## src/rtl/eth_tx_sequencer.sv

```systemverilog
// rtl/eth_tx_sequencer.sv - Ethernet TX frame sequencer: preamble, SFD, payload, pad, FCS, IFG; ETH_TX_STATS_EN adds frame/byte counters
module eth_tx_sequencer #(
    parameter int PREAMBLE_LEN = 7,
    parameter int MIN_FRAME    = 60,
    parameter int MAX_LEN      = 1514,
    parameter int IFG_CYCLES   = 12
) (
    input  logic        clk,
    input  logic        rst,
    input  logic        i_start,
    input  logic [10:0] i_len,
    output logic        o_busy,
    output logic        o_done,
    output logic        o_err_len,
    output logic        o_underrun,
    input  logic        i_fifo_empty,
    input  logic [7:0]  i_fifo_data,
    output logic        o_fifo_rd,
    output logic [7:0]  o_tx_data,
    output logic        o_tx_valid,
    input  logic        i_tx_ready
`ifdef ETH_TX_STATS_EN
    ,
    output logic [15:0] o_frame_cnt,
    output logic [31:0] o_byte_cnt
`endif
);

    localparam logic [10:0] PRE_LAST = 11'(PREAMBLE_LEN - 1);
    localparam logic [10:0] MIN_L    = 11'(MIN_FRAME);
    localparam logic [10:0] MAX_L    = 11'(MAX_LEN);
    localparam logic [15:0] IFG_LAST = 16'(IFG_CYCLES - 1);

    typedef enum logic [2:0] {
        S_IDLE,
        S_PREAMBLE,
        S_SFD,
        S_PAYLOAD,
        S_PAD,
        S_FCS,
        S_IFG
    } state_t;

    state_t      r_state;
    state_t      w_next_state;
    logic [10:0] r_len;
    logic [10:0] r_cnt;
    logic [15:0] r_ifg;
    logic [31:0] r_crc;
    logic [7:0]  r_tx_data;
    logic        r_tx_valid;
    logic        r_underrun_seen;

    logic        w_slot;
    logic        w_load;
    logic [7:0]  w_byte;
    logic [7:0]  w_fcs_byte;
    logic        w_crc_en;
    logic        w_cnt_clr;
    logic        w_cnt_inc;
    logic        w_drop_valid;
    logic        w_ifg_inc;
    logic        w_start_ok;
    logic        w_err_len;
    logic        w_underrun;
    logic        w_fifo_rd;
    logic        w_done;

    // One reflected CRC-32 step over a full byte
    function automatic logic [31:0] crc32_byte(input logic [31:0] c, input logic [7:0] d);
        logic [31:0] r;
        r = c ^ {24'h0, d};
        for (int k = 0; k < 8; k++) begin
            r = r[0] ? ((r >> 1) ^ 32'hEDB88320) : (r >> 1);
        end
        return r;
    endfunction

    assign w_slot = !r_tx_valid || i_tx_ready;

    // FCS goes out least-significant byte first, inverted
    always_comb begin
        w_fcs_byte = 8'h00;
        case (r_cnt[1:0])
            2'd0:    w_fcs_byte = ~r_crc[7:0];
            2'd1:    w_fcs_byte = ~r_crc[15:8];
            2'd2:    w_fcs_byte = ~r_crc[23:16];
            default: w_fcs_byte = ~r_crc[31:24];
        endcase
    end

    // State register
    always_ff @(posedge clk) begin
        if (rst) begin
            r_state <= S_IDLE;
        end else begin
            r_state <= w_next_state;
        end
    end

    // Next-state and per-cycle datapath controls
    always_comb begin
        w_next_state = r_state;
        w_load       = 1'b0;
        w_byte       = 8'h00;
        w_crc_en     = 1'b0;
        w_cnt_clr    = 1'b0;
        w_cnt_inc    = 1'b0;
        w_drop_valid = 1'b0;
        w_ifg_inc    = 1'b0;
        w_start_ok   = 1'b0;
        w_err_len    = 1'b0;
        w_underrun   = 1'b0;
        w_fifo_rd    = 1'b0;
        w_done       = 1'b0;
        case (r_state)
            S_IDLE: begin
                if (i_start) begin
                    if (i_len > MAX_L) begin
                        w_err_len = 1'b1;
                    end else begin
                        w_start_ok   = 1'b1;
                        w_cnt_clr    = 1'b1;
                        w_next_state = S_PREAMBLE;
                    end
                end
            end
            S_PREAMBLE: begin
                if (w_slot) begin
                    w_load = 1'b1;
                    w_byte = 8'h55;
                    if (r_cnt == PRE_LAST) begin
                        w_cnt_clr    = 1'b1;
                        w_next_state = S_SFD;
                    end else begin
                        w_cnt_inc = 1'b1;
                    end
                end
            end
            S_SFD: begin
                if (w_slot) begin
                    w_load    = 1'b1;
                    w_byte    = 8'hD5;
                    w_cnt_clr = 1'b1;
                    if (r_len != 11'd0) begin
                        w_next_state = S_PAYLOAD;
                    end else if (MIN_L != 11'd0) begin
                        w_next_state = S_PAD;
                    end else begin
                        w_next_state = S_FCS;
                    end
                end
            end
            S_PAYLOAD: begin
                if (w_slot) begin
                    if (i_fifo_empty) begin
                        // Starved mid-frame: abort without FCS, still honour the gap
                        w_underrun   = 1'b1;
                        w_drop_valid = 1'b1;
                        w_cnt_clr    = 1'b1;
                        w_next_state = S_IFG;
                    end else begin
                        w_load    = 1'b1;
                        w_byte    = i_fifo_data;
                        w_fifo_rd = 1'b1;
                        w_crc_en  = 1'b1;
                        if (r_cnt + 11'd1 == r_len) begin
                            if (r_len < MIN_L) begin
                                w_cnt_inc    = 1'b1;
                                w_next_state = S_PAD;
                            end else begin
                                w_cnt_clr    = 1'b1;
                                w_next_state = S_FCS;
                            end
                        end else begin
                            w_cnt_inc = 1'b1;
                        end
                    end
                end
            end
            S_PAD: begin
                if (w_slot) begin
                    w_load   = 1'b1;
                    w_byte   = 8'h00;
                    w_crc_en = 1'b1;
                    if (r_cnt + 11'd1 >= MIN_L) begin
                        w_cnt_clr    = 1'b1;
                        w_next_state = S_FCS;
                    end else begin
                        w_cnt_inc = 1'b1;
                    end
                end
            end
            S_FCS: begin
                if (w_slot) begin
                    w_load = 1'b1;
                    w_byte = w_fcs_byte;
                    if (r_cnt[1:0] == 2'd3) begin
                        w_cnt_clr    = 1'b1;
                        w_next_state = S_IFG;
                    end else begin
                        w_cnt_inc = 1'b1;
                    end
                end
            end
            S_IFG: begin
                if (w_slot) begin
                    w_drop_valid = 1'b1;
                end
                if (!r_tx_valid) begin
                    if (r_ifg == IFG_LAST) begin
                        w_done       = !r_underrun_seen;
                        w_next_state = S_IDLE;
                    end else begin
                        w_ifg_inc = 1'b1;
                    end
                end
            end
            default: begin
                w_next_state = S_IDLE;
            end
        endcase
    end

    // Output byte register, counters, CRC and sticky underrun flag
    always_ff @(posedge clk) begin
        if (rst) begin
            r_len           <= 11'd0;
            r_cnt           <= 11'd0;
            r_ifg           <= 16'd0;
            r_crc           <= 32'hFFFFFFFF;
            r_tx_data       <= 8'h00;
            r_tx_valid      <= 1'b0;
            r_underrun_seen <= 1'b0;
        end else begin
            if (w_start_ok) begin
                r_len <= i_len;
            end
            if (w_load) begin
                r_tx_data  <= w_byte;
                r_tx_valid <= 1'b1;
            end else if (w_drop_valid) begin
                r_tx_valid <= 1'b0;
            end
            if (w_start_ok) begin
                r_crc <= 32'hFFFFFFFF;
            end else if (w_crc_en) begin
                r_crc <= crc32_byte(r_crc, w_byte);
            end
            if (w_cnt_clr) begin
                r_cnt <= 11'd0;
            end else if (w_cnt_inc) begin
                r_cnt <= r_cnt + 11'd1;
            end
            r_ifg <= w_ifg_inc ? (r_ifg + 16'd1) : 16'd0;
            if (w_start_ok) begin
                r_underrun_seen <= 1'b0;
            end else if (w_underrun) begin
                r_underrun_seen <= 1'b1;
            end
        end
    end

    // Combinational strobes are suppressed while reset is held so an
    // abandoned frame cannot pop the FIFO in the reset cycle
    assign o_busy     = (r_state != S_IDLE);
    assign o_done     = w_done && !rst;
    assign o_err_len  = w_err_len && !rst;
    assign o_underrun = w_underrun && !rst;
    assign o_fifo_rd  = w_fifo_rd && !rst;
    assign o_tx_data  = r_tx_data;
    assign o_tx_valid = r_tx_valid;

`ifdef ETH_TX_STATS_EN
    logic [15:0] r_frame_cnt;
    logic [31:0] r_byte_cnt;
    logic [10:0] w_body;

    assign w_body = (r_len < MIN_L) ? MIN_L : r_len;

    // Count good frames and their payload+pad+FCS bytes
    always_ff @(posedge clk) begin
        if (rst) begin
            r_frame_cnt <= 16'd0;
            r_byte_cnt  <= 32'd0;
        end else if (w_done) begin
            r_frame_cnt <= r_frame_cnt + 16'd1;
            r_byte_cnt  <= r_byte_cnt + 32'(w_body) + 32'd4;
        end
    end

    assign o_frame_cnt = r_frame_cnt;
    assign o_byte_cnt  = r_byte_cnt;
`endif

endmodule

```

## config.mk

```make
export PLATFORM = sky130hd
export DESIGN_NAME = eth_tx_sequencer
export DESIGN_NICKNAME = d
export VERILOG_FILES = /design/src/rtl/eth_tx_sequencer.sv
export SDC_FILE = /design/constraint.sdc
export NUM_CORES = 1
export LEC_CHECK = 0
export CAP_MARGIN = 20
export CORE_ASPECT_RATIO = 0.6
export CORE_MARGIN = 2
export CORE_UTILIZATION = 36
export CTS_BUF_LIST = sky130_fd_sc_hd__clkbuf_16
export DETAILED_ROUTE_END_ITERATION = 12
export PLACE_DENSITY_LB_ADDON = 0.2
export SLEW_MARGIN = 10
export SYNTH_ARGS = -nofsm -noshare
export SYNTH_HDL_FRONTEND = slang
export SYNTH_SLANG_ARGS = --single-unit
```

## constraint.sdc

```tcl
create_clock -name clk -period 3.7 [get_ports clk]
set_clock_uncertainty 0.05 [all_clocks]
set_input_delay 0.74 -clock clk [delete_from_list [all_inputs] [get_ports clk]]
set_output_delay 0.74 -clock clk [all_outputs]
set_load 0.03 [all_outputs]
```

==> results.cfg, run 1 <==
[job]
cap_violations = 0

[worst_setup_path]
crit_type = flop to flop
reg2reg_slack_ps = 120
crit_arrival_ps = 3800
path_buf_inv = 1
slowest_stage = o41ai_1
crit_top_cell = xor2_2
cp_max_fo = 8
cp_slowest_stage_delay_ps = 530
r2r_end = r_crc[20]$_SDFFE_PP1P_
cp_cell_sequence = inv_1, ha_1, nor2b_1, o41ai_1, o22ai_2, xor2_2, xnor3_2, xor2_2, xor3_1, o211ai_1
crit_path_start_kind = flop
r2r-start = r_cnt[0]$_SDFFE_PP0P_
worst_ep_required_time_ps = 3920
crit_family = XOR/XNOR gates
end_kind = flop
reg2reg_depth = 10

[sta]
final.period_utilization_pct = 96.7
hold_viol_final = 0
tightestPinTransition_ps = 748
grt_setup_unrepaired = false
slew_headroom_pct = 50.1
setup_viol = 0
fin_ws_ps = 124
post-route-min-period_ps = 3580
max_freq_mhz = 280
final.setup.tns_ps = 0
fin_hold_ws_ps = 410
slew_viol_final = 0

[logic_synthesis]
syn_nets = 643
synth.avg_cell_area_um2 = 8.33
ys_warn_count = 0
ys_seq_area_share_pct = 32.5
syn_area_mm2 = 0.00511
syn-instance-count = 614
synth-async-reset-ratio_pct = 0
synth_edf_count = 0
yosys_register_bits = 83
synth_cell_type_count = 68
dominantRegCellSynth = dfxtp_1

[layout]
layout_common_cells = dfxtp_1, nor2_1, a21oi_1, xnor2_1, nand2_1
antennaDiodeCount = 0
drive_above_1_share_pct = 10.9
area_growth_pct = 19.1
final_nets = 683
final_common_cell = dfxtp_1
multi_input_area_mm2 = 0.00325
fill_cells = 1349
final_cells = 851
seq_area_mm2 = 0.00166

[place]
gp_congestion = 0.898
io_buffers = 37
post-place-ws_ps = 45.8
hpwl_um = 11100
dp.cells = 835

[clock_tree]
cts_buffer_depth = 2
cts_tree = yes
clock-sinks = 83
path_clk_slew_ps = 70
htreeDepth = 3
cts_buffers = 9
root_buffer = clkbuf_16
clock_latency_ps = 340

[detailed_routing]
drtIter0Drc = 347
routed_wirelength_um = 14800
vias = 4581
drc = 0
ant_nets = 0
wl_per_cell_um = 17.3
viasPerCell = 5.38
first_pass_iters = 4

[hold_path]
worstHoldPathType = flop to flop
hold_depth = 2
min_from = o_tx_data[6]$_SDFFE_PP0P_
min_to = o_tx_data[6]$_SDFFE_PP0P_

[die]
initial_utilization_pct = 37.2
die_area_mm2 = 0.0152
io_pins = 38
die_w_um = 158
core_area_mm2 = 0.0137
fp.dieH_um = 96.3
placementRows = 33

[global_route]
grtUsageTotal_pct = 20.4
grt_pass1_vias = 4291
grt_max_degree = 25
antenna_found_initial = 0
grt_overflow = 0
grt_pass1_wl_um = 23500

[power_and_ir_drop]
cellPowerDensity_mw_per_mm2 = 495
p_leak_nw = 2.17
ir_drop_uv = 211
total_power_mw = 3.02

[status]
status = complete, no violations
==> registers in the layout (all words and copies together) (netlist names) <==
register / count
r_ifg: 16
r_cnt: 11
o_tx_valid: 1
o_tx_data: 8
r_underrun_seen: 1
r_len: 11
r_state: 3
r_crc: 32
==> cells by family (layout without fill, tap and decap cells) <==
group	Yosys count	after routing	share of synthesized area [%]
AOI/OAI and AO/OA	149	149	18.2
and+or+nand+nor	216	216	22.0
adders and majority gates	5	5	1.22
DFF	83	83	32.5
buffers and inverters	54	99	4.45
xor gates and xnor gates	96	96	19.5
muxes	11	11	2.15
==> tightest hold or removal path: stages, from the launching register on <==
cell and delay [ps]:
dfxtp_1 310, nand2_1 50, a21oi_1 50
==> power by group <==
| part | internal, mW | switching [mW] |
|---|---|---|
| clock | 0.521 | 0.381 |
| combinational | 0.496 | 0.606 |
| sequential | 0.938 | 0.0735 |
==> routing by layer <==
metal / track usage (%) / vias to the layer above / routed length (um)
met3: 5.09 / 10 / 1320
met1: 32.5 / 2150 / 7810
met2: 26.5 / 177 / 5510
met4: 4.62 / 0 / 128
met5: 0 / - / 0
li1: - / 2244 / -
==> worst max-delay path by stage <==
stage	startpoint	to	slack [ps]	cells past startpoint
floorplan	r_cnt[0]$_SDFFE_PP0P_	r_crc[20]$_SDFFE_PP1P_	620	10
global placement	i_tx_ready	r_crc[25]$_SDFFE_PP1P_	60	10
detailed placement	i_tx_ready	r_crc[19]$_SDFFE_PP1P_	50	9
CTS	r_cnt[0]$_SDFFE_PP0P_	r_crc[19]$_SDFFE_PP1P_	70	11
global route	r_cnt[0]$_SDFFE_PP0P_	r_crc[19]$_SDFFE_PP1P_	3	11
finish	r_cnt[0]$_SDFFE_PP0P_	r_crc[20]$_SDFFE_PP1P_	120	10
==> final cells by class <==
cell class              count  share of cell area [%]
multi-input cells         477                    53.4
repair buffers             65                    9.41
inverters                  18                    1.11
clock buffers               9                    3.70
well taps                 192                    3.95
flip-flops and latches     83                    27.3
clock inverters             7                    1.13
==> synthesized netlist by cell type, drive strengths merged, types with 6 or more instances <==
master   n  area, um^2
nor2b   26         163
xor2    40         422
nand2   37         139
a21oi   54         270
a31oi    6        37.5
clkbuf  23        86.3
o211ai  16         120
or3     13        86.3
o21ai   34         170
inv     17        63.8
buf     13        73.8
mux2i   11         110
dfxtp   83        1660
xnor2   51         454
nand3   16        92.6
o41ai    7        61.3
nor2    58         228
and3     7        43.8
nor3    23         115
nand4   10        62.6
==> timing repair <==
action / 4_1_cts / 5_1_grt
setup buffers: 0 / 0
endpoints found under the setup margin: 0 / 18
resized for setup: 0 / 4
hold buffers: 0 / 0
==> stage by stage <==
stage	util [%]	area [um^2]
detailed placement	42.0	5770
global route	44.3	6090
global placement	42.0	5770
floorplan	-	5110
CTS	44.1	6060
finish	44.3	6090
Power figures use the tool's default switching activity.
==> inputs of run 2 (changes only) <==
--- a/config.mk
+++ b/config.mk
@@ -11,6 +11,7 @@
 export CORE_UTILIZATION = 36
 export CTS_BUF_LIST = sky130_fd_sc_hd__clkbuf_16
 export DETAILED_ROUTE_END_ITERATION = 12
+export HOLD_SLACK_MARGIN = 0.06
 export PLACE_DENSITY_LB_ADDON = 0.2
 export SLEW_MARGIN = 10
 export SYNTH_ARGS = -nofsm -noshare
==> results of run 2 <==
Final layout, timing and power as in run 1 (identical DEF).
